$ cat config.mk
export PLATFORM = sky130hd
export DESIGN_NAME = mem_stage_ctrl
export DESIGN_NICKNAME = d
export VERILOG_FILES = /design/src/rtl/mem_stage_ctrl.sv
export SDC_FILE = /design/constraint.sdc
export NUM_CORES = 1
export LEC_CHECK = 0
export BUFFER_PORTS_ARGS = -buffer_cell sky130_fd_sc_hd__buf_2
export CORE_MARGIN = 4
export CORE_UTILIZATION = 24
export CTS_CLUSTER_SIZE = 8
export DETAILED_ROUTE_END_ITERATION = 16
export PLACE_DENSITY = 0.58
export SYNTH_ARGS = -nofsm -noshare
export SYNTH_HDL_FRONTEND = slang
export SYNTH_SLANG_ARGS = --single-unit
$ cat constraint.sdc
create_clock -name clk -period 1.98 [get_ports clk]
set_input_delay 0 -clock clk [delete_from_list [all_inputs] [get_ports clk]]
set_output_delay 0 -clock clk [all_outputs]
set_load 0.01 [all_outputs]
$ cat src/rtl/mem_stage_ctrl.sv
// MEM-stage controller: non-mem ops pass to WB, loads/stores go through a one-at-a-time memory handshake (optional MEM_TIMEOUT_EN abort).
// Latency: non-mem op 1 cycle to wb_valid; memory op 2 cycles minimum (accept edge + ack edge).
// Backpressure: stall is high for every BUSY cycle; EX must hold its inputs until stall drops.
module mem_stage_ctrl #(
    parameter int TIMEOUT_CYCLES = 255
) (
    input  logic        clk,
    input  logic        rst_n,
    input  logic        valid_in,
    input  logic        is_load,
    input  logic        is_store,
    input  logic [15:0] addr,
    input  logic [15:0] wdata,
    input  logic [3:0]  dst_reg,
    input  logic        wb_en_in,
    output logic        stall,
    output logic        mem_req,
    output logic        mem_we,
    output logic [15:0] mem_addr,
    output logic [15:0] mem_wdata,
    input  logic        mem_ack,
    input  logic [15:0] mem_rdata,
    output logic        wb_valid,
    output logic [15:0] wb_data,
    output logic [3:0]  wb_reg,
    output logic        wb_en,
    output logic        mem_err
);

    typedef enum logic {IDLE, BUSY} state_t;

    typedef struct packed {
        logic [15:0] addr;
        logic [15:0] wdata;
        logic [3:0]  dst;
        logic        is_load;
    } op_t;

    if (TIMEOUT_CYCLES < 1 || TIMEOUT_CYCLES > 255) begin : g_bad_cfg
        $error("mem_stage_ctrl: TIMEOUT_CYCLES must be within 1..255");
    end

    state_t      state_q, state_d;
    op_t         op_q;
    logic        pass_thru, accept_mem, done_ack, done_tmo, tmo_hit;
    logic        wb_valid_q, wb_en_q;
    logic [15:0] wb_data_q;
    logic [3:0]  wb_reg_q;

`ifdef MEM_TIMEOUT_EN
    localparam logic [7:0] TO_LAST = 8'(TIMEOUT_CYCLES - 1);
    logic [7:0] cnt_q;
    logic       mem_err_q;

    // cnt_q counts completed ack-less BUSY cycles; the last allowed one triggers the abort
    always_ff @(posedge clk or negedge rst_n) begin
        if (!rst_n) begin
            cnt_q     <= '0;
            mem_err_q <= 1'b0;
        end else begin
            mem_err_q <= done_tmo;
            if (accept_mem)
                cnt_q <= '0;
            else if (state_q == BUSY && !mem_ack)
                cnt_q <= cnt_q + 8'd1;
        end
    end

    assign tmo_hit = (cnt_q == TO_LAST);
    assign mem_err = mem_err_q;
`else
    assign tmo_hit = 1'b0;
    assign mem_err = 1'b0;
`endif

    always_ff @(posedge clk or negedge rst_n) begin
        if (!rst_n)
            state_q <= IDLE;
        else
            state_q <= state_d;
    end

    // mem_ack outranks the timeout so a late-but-present ack still completes normally
    always_comb begin
        state_d    = state_q;
        pass_thru  = 1'b0;
        accept_mem = 1'b0;
        done_ack   = 1'b0;
        done_tmo   = 1'b0;
        case (state_q)
            IDLE: begin
                if (valid_in) begin
                    if (is_load || is_store) begin
                        accept_mem = 1'b1;
                        state_d    = BUSY;
                    end else begin
                        pass_thru  = 1'b1;
                    end
                end
            end
            BUSY: begin
                if (mem_ack) begin
                    done_ack = 1'b1;
                    state_d  = IDLE;
                end else if (tmo_hit) begin
                    done_tmo = 1'b1;
                    state_d  = IDLE;
                end
            end
            default: state_d = IDLE;
        endcase
    end

    always_ff @(posedge clk or negedge rst_n) begin
        if (!rst_n) begin
            op_q       <= '0;
            wb_valid_q <= 1'b0;
            wb_data_q  <= '0;
            wb_reg_q   <= '0;
            wb_en_q    <= 1'b0;
        end else begin
            wb_valid_q <= pass_thru | done_ack | done_tmo;
            // a load flag wins when both op bits are set
            if (accept_mem)
                op_q <= '{addr: addr, wdata: wdata, dst: dst_reg, is_load: is_load};
            if (pass_thru) begin
                wb_data_q <= wdata;
                wb_reg_q  <= dst_reg;
                wb_en_q   <= wb_en_in;
            end else if (done_ack) begin
                wb_data_q <= op_q.is_load ? mem_rdata : 16'h0000;
                wb_reg_q  <= op_q.dst;
                wb_en_q   <= op_q.is_load;
            end else if (done_tmo) begin
                wb_data_q <= 16'h0000;
                wb_reg_q  <= op_q.dst;
                wb_en_q   <= 1'b0;
            end
        end
    end

    assign stall     = (state_q == BUSY);
    assign mem_req   = (state_q == BUSY);
    assign mem_we    = (state_q == BUSY) && !op_q.is_load;
    assign mem_addr  = op_q.addr & 16'hFFFE;
    assign mem_wdata = op_q.wdata;
    assign wb_valid  = wb_valid_q;
    assign wb_data   = wb_data_q;
    assign wb_reg    = wb_reg_q;
    assign wb_en     = wb_en_q;

endmodule

* After elaboration in Yosys (flattened, before gate mapping)
Cells that the tools add are included.
** Cells by class
- Mux-type cells :: 17
- Bitwise operators :: 2
- Reduce and logical (&&, ||, !) cells :: 4
** Operators with widths (count)
- 2-to-1 mux 16 bit :: 3
- 2-to-1 mux 1 bit :: 11
- 2-to-1 mux 4 bit :: 2
- one-hot mux 1 bit (2 select lines) :: 1
- nonzero test 2 bit :: 1
- logical AND 1 bit :: 1
- zero test 1 bit :: 1
- logical OR 1 bit :: 1
- NOT 1 bit :: 1
- bitwise OR 1 bit :: 1
** Word-level totals
- Bits in registers :: 60
- Output and inout bits :: 58
- Logic and storage cells :: 32

* Depth between registers and ports, before layout
Gate-level depths: netlist of run 1.
- Depth in word-level cells :: 5
- Gate-level depth with buffers :: 6
- Mapped depth without buffers :: 3

* Worst setup path before layout of run 1
No wires, ideal clock.
- Path type :: reg2reg
- From :: reg state_q (netlist: mem_req)
- To :: reg op_q (netlist bit mem_addr[10])
- Arrival time :: 1.512 ns
- Data required time :: 1.855 ns
- Setup slack :: 0.343 ns
- Cell stages (with the launch flop) :: 7
- Path buffers :: 3
- Period minus slack after synthesis :: 1.637 ns
- Cells stage by stage :: dfrtp_1 buf_2 nor2b_1 o21a_1 buf_4 buf_6 mux2_2
** On the way
- Cells in the longest elaborated chain, start to end :: 1
** Ends and longest elaborated chain
- start: declaration :: line 43 : state_t state_q, state_d;
- start signal: assignment :: line 80 : state_q <= state_d;
- 2-to-1 mux 1 bit :: line 90 : case (state_q)
- end signal: assignment :: line 125 : op_q <= '{addr: addr, wdata: wdata, dst: dst_reg, is_load: is_load};
- end: declaration :: line 44 : op_t op_q;
Every way passes these cells.
A chain may end at the register's enable or synchronous reset.

* Worst setup path in the final report of run 1
- From :: reg state_q (netlist: mem_req)
- To :: reg wb_data_q[9] (netlist: wb_data[9])
** On the way
- Cells in the longest elaborated chain, start to end :: 2
- Elaborated cells between the ends (all ways) :: 4
** Ends and longest elaborated chain
- 2-to-1 mux 1 bit :: line 90
- 2-to-1 mux 16 bit / nonzero test 2 bit (equally long branches)
- end signal: assignment :: line 127 : wb_data_q <= wdata;
- end signal: assignment :: line 131 : wb_data_q <= op_q.is_load ? mem_rdata : 16'h0000;
- end: declaration :: line 47 : logic [15:0] wb_data_q;
Parallel ways exist; a longest one is shown, timed or not.

==> flow_metrics.env, run 1 <==
export IMPL_remaining_drcs=0
export IMPL_startpoint_type="flip-flop"
export IMPL_syn_avg_cell_area_um2=13.7
export IMPL_synthesis_yosys_warnings=0
export IMPL_timing_setup_tns_ns=0
export IMPL_wl_per_cell_um=14.4
export IMPL_fmax_ghz=0.559
export IMPL_fin_crit_ns=1.79
export IMPL_diodes=0
export IMPL_post_dp_hpwl_um=4520
export IMPL_finalNetCount=393
export IMPL_clkTransAtPathRegs_ns=0.07
export IMPL_avgViaCountPerCell=4.24
export IMPL_critical_path_reg2reg_startpoint="mem_req$_DFF_PN0_"
export IMPL_final_setup_worst_slack_ns=0.192
export IMPL_setup_viol=0
export IMPL_post_cts_resized=0
export IMPL_height_of_the_chip_um=113
export IMPL_maximum_number_of_pins_on_one_net_before_global_route_repair=33
export IMPL_ff2ff_setup_slack_ns=0.19
export IMPL_relSlewSlack=0.429
export IMPL_finalMaxSlewViolations=0
export IMPL_cp_max_fo=17
export IMPL_num_io_pins=117
export IMPL_wire_length_of_the_first_global_routing_pass_um=11200
export IMPL_setup_worst_path_class="reg -> reg"
export IMPL_ys_types=17
export IMPL_core_area_um2=10500
export IMPL_drt_iter0_markers=45
export IMPL_gpl_final_weighted_congestion=0.676
export IMPL_worstSetupEndpointType="flip-flop"
export IMPL_holdCritPathClass="in -> reg"
export IMPL_die_wd_um=113
export IMPL_instances_no_fill=474
export IMPL_worst_endpoint_required_ns=2.24
export IMPL_ys_top_cells_by_area="sky130_fd_sc_hd__dfrtp_1, sky130_fd_sc_hd__mux2_2, sky130_fd_sc_hd__buf_4"
export IMPL_synthDominantAreaCellType="sky130_fd_sc_hd__dfrtp_1"
export IMPL_vias_in_the_first_global_route=2169
export IMPL_post_route_period_util=0.903
export IMPL_initial_core_util=0.251
export IMPL_place_inst=403
export IMPL_timing_max_cap_violations=0
export IMPL_synth_largest_type_area_fraction=0.561
export IMPL_synthesis_area_um2=2630
export IMPL_hold_viol_final=0
export IMPL_cts_max_path_buffers=2
export IMPL_routed_via_count=2012
export IMPL_clock_insertion_delay_worst_skew_ns=0.33
export IMPL_tightest_slew_ns=0.857
export IMPL_cts_inserted_buffers=9
export IMPL_timing_clock_skew_ns=0.00673
export IMPL_area_growth_pct=47.1
export IMPL_clock_tree_from_tritoncts="built"
export IMPL_pwr_density_cell_nw_per_um2=1020
export IMPL_tritoncts_num_sinks=59
export IMPL_status="finished clean"
export IMPL_rsz0062_at_grt="no"
export IMPL_worst_setup_endpoint="wb_data[9]$_DFFE_PN0P_"
export IMPL_die_area_um2=12700
export IMPL_finish_utilization=0.368
export IMPL_drtAntennaViolNets=0
export IMPL_grt_overflow=0
export IMPL_peakVddDrop_mv=0.491
export IMPL_gr_usage_all_layers=0.111
export IMPL_port_buffer_count=113
export IMPL_worst_ep_arrival_time_ns=2.05
export IMPL_drt_wl_total_um=6820
export IMPL_place_worst_setup_slack_ns=0.164
export IMPL_drive_above_1_share=0.506
export IMPL_num_rows=37
export IMPL_cts_htree_levels=3
export IMPL_worst_r2r_endpoint="wb_data[9]$_DFFE_PN0P_"
export IMPL_number_of_standard_cells_after_synthesis=192
export IMPL_number_of_antenna_violations_at_the_first_check_in_global_routing=0
export IMPL_power_total_mw=3.94
export IMPL_drt_first_pass_iters=4
export IMPL_master_cell_of_the_clock_root_buffer="sky130_fd_sc_hd__clkbuf_8"
export IMPL_worst_r2r_path_depth=4
export IMPL_startpoint="mem_req$_DFF_PN0_"
export IMPL_p_leak_nw=1.97
export IMPL_synth_seq_cells=59
export IMPL_synth_seq_area_share=0.561
-- synthesized netlist by cell type --
cell                        n
sky130_fd_sc_hd__o21a_1     1
sky130_fd_sc_hd__a221o_1    5
sky130_fd_sc_hd__and3_1     5
sky130_fd_sc_hd__buf_2      5
sky130_fd_sc_hd__a21o_1    17
sky130_fd_sc_hd__clkbuf_1   1
sky130_fd_sc_hd__buf_4     35
sky130_fd_sc_hd__mux2_2    35
sky130_fd_sc_hd__dfrtp_1   59
sky130_fd_sc_hd__a22o_1    17
sky130_fd_sc_hd__inv_1      2
sky130_fd_sc_hd__nand2_1    1
sky130_fd_sc_hd__nor2b_1    2
sky130_fd_sc_hd__nor4b_4    1
sky130_fd_sc_hd__a21oi_2    1
sky130_fd_sc_hd__buf_6      4
sky130_fd_sc_hd__conb_1     1
-- placed cells by master (no fill, tap or decap) --
master and count:
sky130_fd_sc_hd__a22o_1 17, sky130_fd_sc_hd__clkbuf_1 1, sky130_fd_sc_hd__buf_4 5, sky130_fd_sc_hd__a21oi_2 1, sky130_fd_sc_hd__a21o_1 17, sky130_fd_sc_hd__dfrtp_1 59
sky130_fd_sc_hd__bufinv_16 2, sky130_fd_sc_hd__clkbuf_8 10, sky130_fd_sc_hd__conb_1 2, sky130_fd_sc_hd__and3_1 5, sky130_fd_sc_hd__dlygate4sd3_1 56, sky130_fd_sc_hd__mux2_2 35
sky130_fd_sc_hd__buf_12 1, sky130_fd_sc_hd__a221o_1 5, sky130_fd_sc_hd__o21a_2 1, sky130_fd_sc_hd__nand2_1 1, sky130_fd_sc_hd__inv_1 2, sky130_fd_sc_hd__buf_2 113
sky130_fd_sc_hd__clkinvlp_4 2, sky130_fd_sc_hd__nor2b_1 2, sky130_fd_sc_hd__nor4b_4 1
-- where the power goes --
| group | switching [mW] | total, mW | internal (mW) |
|---|---|---|---|
| combinational | 0.479 | 1.05 | 0.573 |
| sequential | 0.159 | 1.67 | 1.51 |
| clock | 0.482 | 1.22 | 0.737 |
-- worst min-delay path by stage --
stage | startpoint | endpoint | cells past startpoint | slack [ns]
floorplan | rst_n | mem_addr[10]$_DFFE_PN0P_ | 0 | -0.30
global placement | rst_n | wb_valid$_DFF_PN0_ | 1 | 0.09
detailed placement | rst_n | wb_valid$_DFF_PN0_ | 1 | 0.07
CTS | valid_in | op_q[0]$_DFFE_PN0P_ | 4 | 0.13
global route | valid_in | op_q[0]$_DFFE_PN0P_ | 4 | 0.17
finish | valid_in | op_q[0]$_DFFE_PN0P_ | 4 | 0.14
-- final cells by class --
| class | instances | area, µm² |
|---|---|---|
| repair buffers | 175 | 1180 |
| fillers | 1010 | 6640 |
| multi-input cells | 87 | 817 |
| inverters | 2 | 7.51 |
| flip-flops and latches | 59 | 1480 |
| clock inverters | 4 | 75.1 |
| well taps | 136 | 170 |
| clock buffers | 11 | 141 |
-- per-layer routing --
metal  up-vias  track usage  share of wire
li1        939            -              -
met1       975        0.134           0.42
met2        90        0.183           0.48
met3         8       0.0417          0.088
met4         0       0.0337          0.012
met5         -            0              0
-- critical path, stage by stage, from the launching register on --
cell	delay (ns)
sky130_fd_sc_hd__dfrtp_1	0.53
sky130_fd_sc_hd__buf_4	0.21
sky130_fd_sc_hd__and3_1	0.66
sky130_fd_sc_hd__a22o_1	0.23
sky130_fd_sc_hd__a21o_1	0.09
-- cells by family (layout without fill, tap and decap cells) --
| family | Yosys count | count (layout) | share of synthesized area |
|---|---|---|---|
| AOI/OAI and AO/OA | 41 | 41 | 0.130 |
| buffers and inverters | 47 | 192 | 0.131 |
| DFF | 59 | 59 | 0.561 |
| muxes | 35 | 35 | 0.150 |
| other | 1 | 2 | 0.00142 |
| and+or+nand+nor | 9 | 9 | 0.0271 |
-- stage by stage --
step                      area (µm²)  hold slack (ns)
after global routing            3870            0.171
after CTS                       3870            0.128
after detailed placement        3090           0.0738
after global placement          3090           0.0874
final                           3870            0.144
after floorplan                 2640           -0.296
-- timing repair --
action / CTS / global route
setup endpoints to repair: 0 / 0
setup buffers: 0 / 0
hold buffers: 56 / 0
endpoints found under the hold margin: 85 / 0
No activity file was read; power rests on OpenSTA's default activity.
==> run 2: changes to the inputs <==
==> constraint.sdc (replaced) <==
create_clock -name clk -period 1.87 [get_ports clk]
set_input_delay 0 -clock clk [delete_from_list [all_inputs] [get_ports clk]]
set_output_delay 0 -clock clk [all_outputs]
set_load 0.01 [all_outputs]
==> run 2 against run 1 <==
Compared with the run above: highest routed layer unchanged; setup slack got worse by 0.065 ns; hold slack got worse by 0.0040 ns; critical endpoint is now wb_data[2]$_DFFE_PN0P_; clock power decreased by 16%; largest power group unchanged; critical path depth unchanged; first-iteration DRC count increased by 100%.
==> flow_metrics.env, run 2 (synthesis results as in run 1) <==
export IMPL_initial_core_util=0.251
export IMPL_startpoint_type="flip-flop"
export IMPL_drt_iter0_markers=90
export IMPL_wire_length_of_the_first_global_routing_pass_um=11500
export IMPL_timing_setup_tns_ns=0
export IMPL_area_growth_pct=45.7
export IMPL_worst_ep_arrival_time_ns=2.01
export IMPL_finalMaxSlewViolations=0
export IMPL_cts_max_path_buffers=2
export IMPL_fmax_ghz=0.574
export IMPL_timing_clock_skew_ns=0.00629
export IMPL_avgViaCountPerCell=4.22
export IMPL_timing_max_cap_violations=0
export IMPL_pwr_density_cell_nw_per_um2=1020
export IMPL_most_frequent_standard_cell_in_the_layout_excluding_fill_and_tap_cells="sky130_fd_sc_hd__buf_2"
export IMPL_master_cell_of_the_clock_root_buffer="sky130_fd_sc_hd__clkbuf_8"
export IMPL_worst_endpoint_required_ns=2.14
export IMPL_cts_inserted_buffers=9
export IMPL_remaining_drcs=0
export IMPL_tightest_slew_ns=0.871
export IMPL_clock_tree_from_tritoncts="built"
export IMPL_height_of_the_chip_um=113
export IMPL_hold_viol_final=0
export IMPL_p_leak_nw=1.97
export IMPL_routed_via_count=1994
export IMPL_drt_wl_total_um=6990
export IMPL_post_route_period_util=0.932
export IMPL_finalNetCount=393
export IMPL_number_of_antenna_violations_at_the_first_check_in_global_routing=0
export IMPL_clkTransAtPathRegs_ns=0.06
export IMPL_status="finished clean"
export IMPL_wl_per_cell_um=14.8
export IMPL_setup_viol=0
export IMPL_port_buffer_count=113
export IMPL_cp_max_fo=15
export IMPL_core_area_um2=10500
export IMPL_num_rows=37
export IMPL_peakVddDrop_mv=0.360
export IMPL_cts_htree_levels=3
export IMPL_mostFrequentLayoutCells="sky130_fd_sc_hd__buf_2, sky130_fd_sc_hd__dfrtp_1, sky130_fd_sc_hd__dlygate4sd3_1"
export IMPL_setup_worst_path_class="reg -> reg"
export IMPL_ff2ff_setup_slack_ns=0.13
export IMPL_drtAntennaViolNets=0
export IMPL_die_wd_um=113
export IMPL_gr_usage_all_layers=0.115
export IMPL_drt_first_pass_iters=4
export IMPL_relSlewSlack=0.419
export IMPL_vias_in_the_first_global_route=2220
export IMPL_tritoncts_num_sinks=59
export IMPL_grt_overflow=0
export IMPL_finish_utilization=0.365
export IMPL_fin_crit_ns=1.74
export IMPL_rsz0062_at_grt="no"
export IMPL_gpl_final_weighted_congestion=0.678
export IMPL_maximum_number_of_pins_on_one_net_before_global_route_repair=33
export IMPL_post_dp_hpwl_um=4490
export IMPL_holdCritPathClass="in -> reg"
export IMPL_worstSetupEndpointType="flip-flop"
export IMPL_clock_insertion_delay_worst_skew_ns=0.33
export IMPL_diodes=0
export IMPL_drive_above_1_share=0.510
export IMPL_cts_post_setup_buffers_inserted=0
export IMPL_die_area_um2=12700
export IMPL_num_io_pins=117
run 2: changes by cell type in the layout (fill, tap and decap cells not counted):
cell,before,now
sky130_fd_sc_hd__and3_2,0,1
sky130_fd_sc_hd__bufinv_16,2,0
sky130_fd_sc_hd__clkbuf_1,1,0
sky130_fd_sc_hd__clkbuf_8,10,11
sky130_fd_sc_hd__clkinvlp_4,2,0
sky130_fd_sc_hd__clkinv_2,0,3
sky130_fd_sc_hd__buf_4,5,4
sky130_fd_sc_hd__and3_1,5,4
sky130_fd_sc_hd__buf_12,1,2
run 2: layout make-up:
class                      instances  area [µm²]
fill                            1011        6670
sequential                        59        1480
timing repair buffer             175        1200
multi-input combinational         87         818
tap                              136         170
clock buffer                      11         151
clock inverter                     3        15.0
inverter                           2        7.51
run 2: what timing repair did:
item / CTS / global route
endpoints found under the hold margin: 85 / 0
resized for setup: 0 / 1
setup endpoints to repair: 0 / 16
hold buffers: 56 / 0
run 2: path summary, 6_finish.rpt:
path                                              start                      end  cells after the start
worst min register to register  wb_data[14]$_DFFE_PN0P_  wb_data[14]$_DFFE_PN0P_                      1
worst max-delay path                  mem_req$_DFF_PN0_   wb_data[2]$_DFFE_PN0P_                      4
worst max register to register        mem_req$_DFF_PN0_   wb_data[2]$_DFFE_PN0P_                      4
max in group asynchronous                         rst_n    wb_reg[0]$_DFFE_PN0P_                      3
min in group asynchronous                         rst_n       wb_valid$_DFF_PN0_                      2
worst min-delay path                           valid_in      op_q[0]$_DFFE_PN0P_                      4
run 2: worst max-delay path, cell delays in order (launching register included):
cell,delay (ns)
sky130_fd_sc_hd__dfrtp_1,0.52
sky130_fd_sc_hd__nor4b_4,0.09
sky130_fd_sc_hd__a21oi_2,0.65
sky130_fd_sc_hd__buf_4,0.29
sky130_fd_sc_hd__a21o_1,0.12
run 2: power breakdown:
group / switching (mW) / total, mW / internal [mW]
registers: 0.166 / 1.76 / 1.60
logic: 0.515 / 1.13 / 0.614
clock network: 0.490 / 1.02 / 0.531
total: 1.17 / 3.91 / 2.74
run 2: routing by layer:
metal	global-route usage	share of wire
met1	0.133	0.42
met2	0.195	0.49
met5	0	0
met4	0.0296	0.0051
met3	0.0481	0.083
run 2: metrics by stage:
step	power [mW]	instance area, µm²	hold WS [ns]	std cells	worst slack (ns)
6_report	3.91	3830	0.140	473	0.127
5_1_grt	4.18	3830	0.128	473	0.00581
4_1_cts	4.00	3830	0.124	473	0.0534
3_5_place_dp	2.84	3110	0.0721	403	0.0681
3_3_place_gp	2.81	3110	0.0762	403	0.104
2_1_floorplan	2.56	2640	-0.296	193	0.233
